$ cat config.mk
export PLATFORM = sky130hd
export DESIGN_NAME = uart_tx_param
export DESIGN_NICKNAME = d
export VERILOG_FILES = /design/src/rtl/uart_pkg.sv /design/src/rtl/uart_baud_cnt.sv /design/src/rtl/uart_tx_param.sv
export SDC_FILE = /design/constraint.sdc
export NUM_CORES = 1
export LEC_CHECK = 0
export ABC_AREA = 0
export CAP_MARGIN = 20
export CORE_ASPECT_RATIO = 2
export CORE_UTILIZATION = 55
export DETAILED_ROUTE_END_ITERATION = 7
export PLACE_DENSITY_LB_ADDON = 0.2
export SYNTH_ARGS = -nofsm -noshare
export SYNTH_HDL_FRONTEND = slang
export SYNTH_SLANG_ARGS = --single-unit
$ cat constraint.sdc
create_clock -name clk_3125 -period 2.3 [get_ports clk_3125]
set_clock_uncertainty 0.15 [all_clocks]
set_input_delay 0.575 -clock clk_3125 [delete_from_list [all_inputs] [get_ports clk_3125]]
set_output_delay 0.575 -clock clk_3125 [all_outputs]
set_load 0.005 [all_outputs]
$ cat src/rtl/uart_pkg.sv
`default_nettype none
// ============================================================================
//  Module      : uart_pkg
//  Description : Shared UART transmitter types, constants and frame-length
//                helper for the design and its bench.
//  Revision    : 1.0  initial release
// ============================================================================
package uart_pkg;

  typedef enum logic [2:0] {
    IDLE   = 3'd0,
    START  = 3'd1,
    DATA   = 3'd2,
    PARITY = 3'd3,
    STOP   = 3'd4
  } tx_state_t;

  localparam int   DEFAULT_CLKS_PER_BIT = 27;
  localparam logic PARITY_EVEN          = 1'b0;
  localparam logic PARITY_ODD           = 1'b1;

  // Number of bit periods in one frame: start + data + optional parity + stops.
  function automatic int frame_bits(input int data_w, input logic parity_en,
                                    input logic stop2);
    return 2 + data_w + (parity_en ? 1 : 0) + (stop2 ? 1 : 0);
  endfunction

endpackage
`default_nettype wire

$ cat src/rtl/uart_baud_cnt.sv
`default_nettype none
// ============================================================================
//  Module      : uart_baud_cnt
//  Description : Bit-period counter. Counts 0..CLKS_PER_BIT-1 and flags the
//                last cycle of each bit period; held at zero by restart.
//  Revision    : 1.0  initial release
// ============================================================================
module uart_baud_cnt #(
  parameter int CLKS_PER_BIT = 27
) (
  input  logic clk_3125,
  input  logic rst_n,
  input  logic restart,
  output logic bit_end
);

  localparam int              CNT_W = (CLKS_PER_BIT > 1) ? $clog2(CLKS_PER_BIT) : 1;
  localparam logic [CNT_W-1:0] LAST = CNT_W'(CLKS_PER_BIT - 1);

  logic [CNT_W-1:0] cnt;

  // Free-running period counter, cleared while the transmitter is idle.
  always_ff @(posedge clk_3125) begin
    if (!rst_n || restart) begin
      cnt <= '0;
    end else if (cnt == LAST) begin
      cnt <= '0;
    end else begin
      cnt <= cnt + CNT_W'(1);
    end
  end

  assign bit_end = !restart && (cnt == LAST);

endmodule
`default_nettype wire

$ cat src/rtl/uart_tx_param.sv
`default_nettype none
// ============================================================================
//  Module      : uart_tx_param
//  Description : Parameterised UART transmitter with optional parity, one or
//                two stop bits and selectable bit order. All outputs are
//                registered; tx idles high.
//  Revision    : 1.0  initial release
// ============================================================================
module uart_tx_param
  import uart_pkg::*;
#(
  parameter int DATA_W       = 8,
  parameter int CLKS_PER_BIT = DEFAULT_CLKS_PER_BIT,
  parameter int MSB_FIRST    = 1
) (
  input  logic              clk_3125,
  input  logic              rst_n,
  input  logic              tx_start,
  input  logic [DATA_W-1:0] data,
  input  logic              parity_en,
  input  logic              parity_type,
  input  logic              stop2,
  output logic              tx,
  output logic              tx_ready,
  output logic              tx_busy,
  output logic              tx_done
);

  localparam int               IDX_W    = $clog2(DATA_W + 1);
  localparam logic [IDX_W-1:0] LAST_IDX = IDX_W'(DATA_W - 1);

  tx_state_t         state;
  logic [DATA_W-1:0] shreg;
  logic [IDX_W-1:0]  bit_idx;
  logic [1:0]        tail_left;   // bit periods still to send after the current parity/stop bit
  logic              par_en_q;
  logic              stop2_q;
  logic              parity_bit;
  logic              restart;
  logic              bit_end;
  logic              next_bit;
  logic [DATA_W-1:0] shreg_shifted;

  assign restart = (state == IDLE);

  uart_baud_cnt #(
    .CLKS_PER_BIT(CLKS_PER_BIT)
  ) u_baud (
    .clk_3125(clk_3125),
    .rst_n   (rst_n),
    .restart (restart),
    .bit_end (bit_end)
  );

  // Bit order only changes which end of the shift register is sent first.
  generate
    if (MSB_FIRST != 0) begin : g_msb_first
      assign next_bit      = shreg[DATA_W-1];
      assign shreg_shifted = {shreg[DATA_W-2:0], 1'b0};
    end else begin : g_lsb_first
      assign next_bit      = shreg[0];
      assign shreg_shifted = {1'b0, shreg[DATA_W-1:1]};
    end
  endgenerate

  // Frame sequencer: latches the request, then walks START/DATA/PARITY/STOP.
  always_ff @(posedge clk_3125) begin
    if (!rst_n) begin
      state      <= IDLE;
      tx         <= 1'b1;
      tx_ready   <= 1'b1;
      tx_busy    <= 1'b0;
      tx_done    <= 1'b0;
      shreg      <= '0;
      bit_idx    <= '0;
      tail_left  <= 2'd0;
      par_en_q   <= 1'b0;
      stop2_q    <= 1'b0;
      parity_bit <= 1'b0;
    end else begin
      tx_done <= 1'b0;
      case (state)
        IDLE: begin
          tx <= 1'b1;
          if (tx_start) begin
            shreg      <= data;
            par_en_q   <= parity_en;
            stop2_q    <= stop2;
            parity_bit <= (parity_type == PARITY_ODD) ? ~^data : ^data;
            bit_idx    <= '0;
            tx         <= 1'b0;
            tx_ready   <= 1'b0;
            tx_busy    <= 1'b1;
            state      <= START;
          end
        end
        START: begin
          if (bit_end) begin
            tx    <= next_bit;
            shreg <= shreg_shifted;
            state <= DATA;
          end
        end
        DATA: begin
          if (bit_end) begin
            if (bit_idx == LAST_IDX) begin
              tail_left <= 2'(frame_bits(DATA_W, par_en_q, stop2_q) - DATA_W - 2);
              if (par_en_q) begin
                tx    <= parity_bit;
                state <= PARITY;
              end else begin
                tx    <= 1'b1;
                state <= STOP;
              end
            end else begin
              bit_idx <= bit_idx + IDX_W'(1);
              tx      <= next_bit;
              shreg   <= shreg_shifted;
            end
          end
        end
        PARITY: begin
          if (bit_end) begin
            tail_left <= tail_left - 2'd1;
            tx        <= 1'b1;
            state     <= STOP;
          end
        end
        STOP: begin
          if (bit_end) begin
            if (tail_left == 2'd0) begin
              tx       <= 1'b1;
              tx_done  <= 1'b1;
              tx_ready <= 1'b1;
              tx_busy  <= 1'b0;
              bit_idx  <= '0;
              state    <= IDLE;
            end else begin
              tail_left <= tail_left - 2'd1;
            end
          end
        end
        default: begin
          tx       <= 1'b1;
          tx_ready <= 1'b1;
          tx_busy  <= 1'b0;
          state    <= IDLE;
        end
      endcase
    end
  end

endmodule
`default_nettype wire

==> results of run 1 <==
[logic make-up (layout without fill, tap and decap cells)]
family                     count (synthesis)  count (layout)  share of synthesized area, %
adders and majority gates                  5               5                          3.92
muxes                                      6               6                          3.76
DFF                                       29              29                          36.4
buffers and inverters                     18              41                          5.25
AOI/OAI and AO/OA                         48              48                          22.9
and+or+nand+nor                           72              72                          21.7
xor gates and xnor gates                  11              11                          6.04
[layout make-up]
class	count	area [um2]
Clock inverter	1	5.00
Timing Repair Buffer	25	230
Tap cell	29	36.3
Multi-Input combinational cell	142	933
Sequential cell	29	581
Inverter	8	30.0
Clock buffer	7	96.3
Fill cell	226	825
[final timing paths]
kind | to | slack, ps | cells past startpoint
hold / removal | u_baud.cnt[0]$_SDFF_PP0_ | 310 | 1
setup / recovery | shreg[7]$_SDFFE_PN0P_ | 220 | 4
hold reg to reg | u_baud.cnt[0]$_SDFF_PP0_ | 310 | 1
setup reg to reg | shreg[7]$_SDFFE_PN0P_ | 220 | 4
[worst max-delay path: stages, from the launching register on]
cell and delay, ps:
dfxtp_1 670, xnor2_1 350, o311a_4 450, buf_4 180, a311oi_1 190
[layout by cell type, fill, tap and decap left out, drive strengths merged, types with 7 or more instances in the layout]
cell            n
nor2           29
nand2          14
o21ai          14
clkbuf          7
a21oi          11
a311oi          8
clkdlybuf4s50  17
buf             8
dfxtp          29
inv             8
xnor2           9
nand3          11
[metrics by stage]
stage / utilization (%) / cells / cell area [um2] / hold WS, ps
after detailed placement: 66.1 / 233 / 1810 / 304
after floorplan: - / 189 / 1600 / 280
after global placement: 66.1 / 233 / 1810 / 295
after global routing: 69.9 / 241 / 1910 / 341
after CTS: 69.8 / 241 / 1910 / 319
final: 69.9 / 241 / 1910 / 310
[state kept, by name, indices dropped and copies added, names as in the netlist]
name,flops
bit_idx,4
par_en_q,1
parity_bit,1
shreg,8
state,3
stop2_q,1
tail_left,2
tx,1
tx_busy,1
tx_done,1
tx_ready,1
u_baud.cnt,5
[power breakdown]
group          internal (uW)  switching (uW)  total [uW]
clock network            270             191         460
registers                550            34.6         585
logic                    145             167         311
total                    965             392        1360
[timing repair]
| action | in CTS | in global routing |
|---|---|---|
| resized for setup | 0 | 1 |
| setup buffers | 0 | 0 |
| setup endpoints to repair | 0 | 1 |
[per-layer routing]
metal | wire [um] | share of wire, % | vias to the layer above
li1 | - | - | 721
met1 | 1310 | 36 | 674
met2 | 2110 | 57 | 45
met3 | 122 | 3.3 | 13
met4 | 132 | 3.6 | 0
met5 | 0 | 0 | -
==> metrics.cfg, run 1 <==
[status]
status = finished clean

[placed_design]
placement.io_buffers = 17
gp_congestion = 0.805
dp_hpwl_um = 2780
dp_slack_ps = 4.83

[setup_path]
end_kind = register
crit_path_start_kind = register
cp.arrival_ps = 2120
crit_type = reg -> reg
crit_path_start = state[1]$_SDFFE_PN0P_
crit_fanout = 14
required_ps = 2340
timing.rr.start = state[1]$_SDFFE_PN0P_

[worst_hold_path]
hp-class = reg -> reg
hold_start = u_baud.cnt[0]$_SDFF_PP0_

[power_and_ir_drop]
p_per_area_nw_per_um2 = 709
irDropWorstVdd_v = 0.000481
leakagePower_uw = 0.000713
finalPower_uw = 1360

[cts]
root_buffer = clkbuf_8
cts_sinks = 29
cts_tree = yes
clk_pin_slew_worst_paths_ps = 60
hold_buffers = 0
cts_buffers = 5
clk_latency_ps = 280
clock_path_buffers = 2
htree_num_levels = 2

[floorplanning]
row_count = 27
dieArea_um2 = 3130
start_util_pct = 58.3
die_height_um = 78.2
core_um2 = 2740
fp.dieW_um = 40.1
top_level_ports = 18

[timing]
fmax_mhz = 482
worst_slack_ps = 224
fin_tns_setup_ps = 0
setup_viol = 0
worstMarginPinSlew_ps = 895
max-slew-margin-rel_pct = 39.6
finalHoldViolCount = 0
post-route-min-period_ps = 2080
grt_setup_unrepaired = false
timing.final.crit_share_pct = 90.3
timing.final.max_slew_violations = 0

[drt]
vias = 1453
drc = 0
routed_wl_um = 3680
wl_per_cell_um = 15.2
via_per_inst = 6.03
drtIter0Drc = 43
ant_nets = 0
first_pass_iters = 4

[synthesis]
synth.area.top_cells = dfxtp_1 (36%), nor2_1 (6.6%), xnor2_1 (4.9%)
syn_avg_cell_area_um2 = 8.44
synthTopCellsByCount = dfxtp_1 (29), nor2_1 (28), nand2_1 (14), o21ai_0 (14)
synth_cell_types = 39
syn_area_um2 = 1600
synth_most_common_cell = dfxtp_1
async_flop_share_pct = 0
synth_top_area_share_pct = 36.4
yosysWarnings = 0
synth_ff_type = dfxtp_1
ys_ff_latch = 29
synth_seq_area_share_pct = 36.4
synth_top_area_cell = dfxtp_1
synth_edf_count = 0
synthesis.instances = 189
synth_nets = 208

[grt]
grt_pass1_vias = 1396
busiest_layer = met2
grt_max_degree = 20
track_usage_pct = 27.6
grtUsageMet2_pct = 48.2
use_met3_pct = 5.93
antenna_found_initial = 0
grt_pass1_wl_um = 5970
grt-ovfl-total = 0
grtUsageMet1_pct = 26.8

[final_layout]
nets = 230
diodes = 0
syn_to_final_growth_pct = 19.8
drive_gt1_share_pct = 11.3

[flow_run]
maxCapViolCount = 0

No activity file was read; power rests on OpenSTA's default activity.
==> run 2, diff against run 1 <==
--- a/config.mk
+++ b/config.mk
@@ -8,8 +8,9 @@
 export ABC_AREA = 0
 export CAP_MARGIN = 20
 export CORE_ASPECT_RATIO = 2
-export CORE_UTILIZATION = 55
+export CORE_UTILIZATION = 59
 export DETAILED_ROUTE_END_ITERATION = 7
+export GPL_TIMING_DRIVEN = 0
 export PLACE_DENSITY_LB_ADDON = 0.2
 export SYNTH_ARGS = -nofsm -noshare
 export SYNTH_HDL_FRONTEND = slang
==> constraint.sdc (replaced) <==
create_clock -name clk_3125 -period 2.4 [get_ports clk_3125]
set_clock_uncertainty 0.15 [all_clocks]
set_input_delay 0.6 -clock clk_3125 [delete_from_list [all_inputs] [get_ports clk_3125]]
set_output_delay 0.6 -clock clk_3125 [all_outputs]
set_load 0.005 [all_outputs]
==> metrics.cfg, run 2 (synthesized netlist as in run 1, its figures left out) <==
[cts]
clk_pin_slew_worst_paths_ps = 60  ; about the same
clock_path_buffers = 2  ; unchanged
root_buffer = clkbuf_8  ; unchanged
htree_num_levels = 2  ; unchanged
hold_buffers = 0  ; unchanged
postCtsSetupBuffers = 0  ; unchanged
cts_resized = 0  ; unchanged
cts_tree = yes  ; unchanged
cts_buffers = 5  ; unchanged
clk_latency_ps = 280  ; about the same
cts_sinks = 29  ; unchanged

[timing]
finalHoldViolCount = 0  ; unchanged
worstMarginPinSlew_ps = 861  ; was 895 ps
timing.final.max_slew_violations = 0  ; unchanged
fmax_mhz = 459
post-route-min-period_ps = 2180
setup_viol = 0  ; unchanged
worst_slack_ps = 223  ; was 224 ps
whs_ps = 329  ; was 310 ps
max-slew-margin-rel_pct = 41.9  ; was 39.6%
grt_setup_unrepaired = false  ; unchanged
timing.final.crit_share_pct = 90.7

[grt]
grt_max_degree = 11  ; was 20
grt-ovfl-total = 0  ; unchanged
antenna_found_initial = 0  ; unchanged
grt_pass1_wl_um = 5890  ; was 5970 um
grt_pass1_vias = 1424  ; was 1396
track_usage_pct = 29.5  ; was 27.6%

[drt]
wl_per_cell_um = 16.1  ; was 15.2 um
first_pass_iters = 4  ; unchanged
ant_nets = 0  ; unchanged
vias = 1503  ; was 1453
routed_wl_um = 3880  ; was 3680 um
via_per_inst = 6.24  ; was 6.03
drc = 0  ; unchanged
drtIter0Drc = 66  ; was 43

[setup_path]
r2r_slack_ps = 320  ; was 220 ps
cp.arrival_ps = 2190  ; was 2120 ps
required_ps = 2410  ; was 2340 ps
worst_path_max_delay_cell = clkdlybuf4s50_1  ; was dfxtp_1
crit_chain = clkdlybuf4s50_1, nor3_1, a211oi_2, o311a_4, buf_6, mux2i_1, nor2_1  ; was xnor2_1, o311a_4, buf_4, a311oi_1
crit_path_start_kind = primary input  ; was register
crit_fanout = 10  ; was 14
worst_path_largest_cell_delay_ps = 570  ; was 670 ps
end_kind = register  ; unchanged
crit_type = in -> reg  ; was reg -> reg

[floorplanning]
dieArea_um2 = 2930  ; was 3130 um2
start_util_pct = 62.1  ; was 58.3%
die_height_um = 75.5  ; was 78.2 um
core_um2 = 2570  ; was 2740 um2
top_level_ports = 18  ; unchanged
row_count = 26  ; was 27
fp.dieW_um = 38.8  ; was 40.1 um

[power_and_ir_drop]
leakagePower_uw = 0.000707  ; was 0.000713 uW
p_per_area_nw_per_um2 = 688  ; was 709 nW/um2
irDropWorstVdd_v = 0.000621  ; was 0.000481 V

[final_layout]
syn_to_final_growth_pct = 18.6  ; was 19.8%
mostFrequentLayoutCells = dfxtp_1 (29), nor2_1 (28), clkdlybuf4s50_1 (16)  ; was dfxtp_1 (29), nor2_1 (27), clkdlybuf4s50_1 (17)
nets = 231  ; was 230
drive_gt1_share_pct = 9.86  ; was 11.3%
design_area_um2 = 1890  ; was 1910 um2
regMostFlops = shreg  ; unchanged
layout_commonest_cell = dfxtp_1  ; unchanged
top_regs = shreg: 8 flops, u_baud.cnt: 5 flops, bit_idx: 4 flops  ; unchanged
final_util_pct = 73.6  ; was 69.9%
diodes = 0  ; unchanged
largest_reg_flops = 8  ; unchanged

[placed_design]
dp_hpwl_um = 2910  ; was 2780 um
dp_slack_ps = -42.7  ; was 4.83 ps
placed_cell_area_um2 = 1790  ; was 1810 um2
gp_congestion = 0.865  ; was 0.805
placement.io_buffers = 16  ; was 17

[status]
status = finished clean  ; unchanged

[worst_hold_path]
hp-class = reg -> reg  ; unchanged

[flow_run]
maxCapViolCount = 0  ; unchanged

==> run 2: cell type report <==
type	count	area (um2)
Buffer	10	53.8
Clock buffer	7	96.3
Clock inverter	1	5.00
Fill cell	211	678
Inverter	8	30.0
Multi-Input combinational cell	142	931
Sequential cell	29	581
Tap cell	28	35.0
Timing Repair Buffer	16	160
==> run 2: report_power, final <==
group          switching, uW  total, uW  internal [uW]
sequential              27.4        555            527
clock                    185        443            259
combinational            170        304            134
==> run 2: worst paths after layout <==
path | end | start | cells after the start
worst max-delay path | shreg[0]$_SDFFE_PN0P_ | tx_start | 7
worst min-delay path | u_baud.cnt[0]$_SDFF_PP0_ | u_baud.cnt[0]$_SDFF_PP0_ | 1
worst max register to register | tx_ready$_SDFFE_PN1P_ | u_baud.cnt[0]$_SDFF_PP0_ | 8
worst min register to register | u_baud.cnt[0]$_SDFF_PP0_ | u_baud.cnt[0]$_SDFF_PP0_ | 1
==> run 2: critical path, delay by kind of cell <==
| kind | cells | cell delay [ps] |
|---|---|---|
| buffers and inverters | 2 | 720 |
| multiplexers | 1 | 210 |
| AND/OR/NAND/NOR | 2 | 130 |
| AO/OA/AOI/OAI | 2 | 520 |
==> run 2: through the flow <==
| stage | power (uW) | setup TNS [ps] | instances |
|---|---|---|---|
| floorplan | 771 | 0 | 189 |
| global placement | 847 | 0 | 233 |
| detailed placement | 862 | -71.2 | 233 |
| CTS | 1300 | 0 | 241 |
| global route | 1350 | 0 | 241 |
| finish | 1300 | 0 | 241 |
==> run 2: per-layer routing <==
metal | global-route usage, % | up-vias | share of wire [%]
met1 | 24.3 | 713 | 34
met5 | 0 | - | 0
met3 | 6.71 | 15 | 3.5
met2 | 57.4 | 55 | 58
met4 | 18.0 | 0 | 3.8
li1 | - | 720 | -
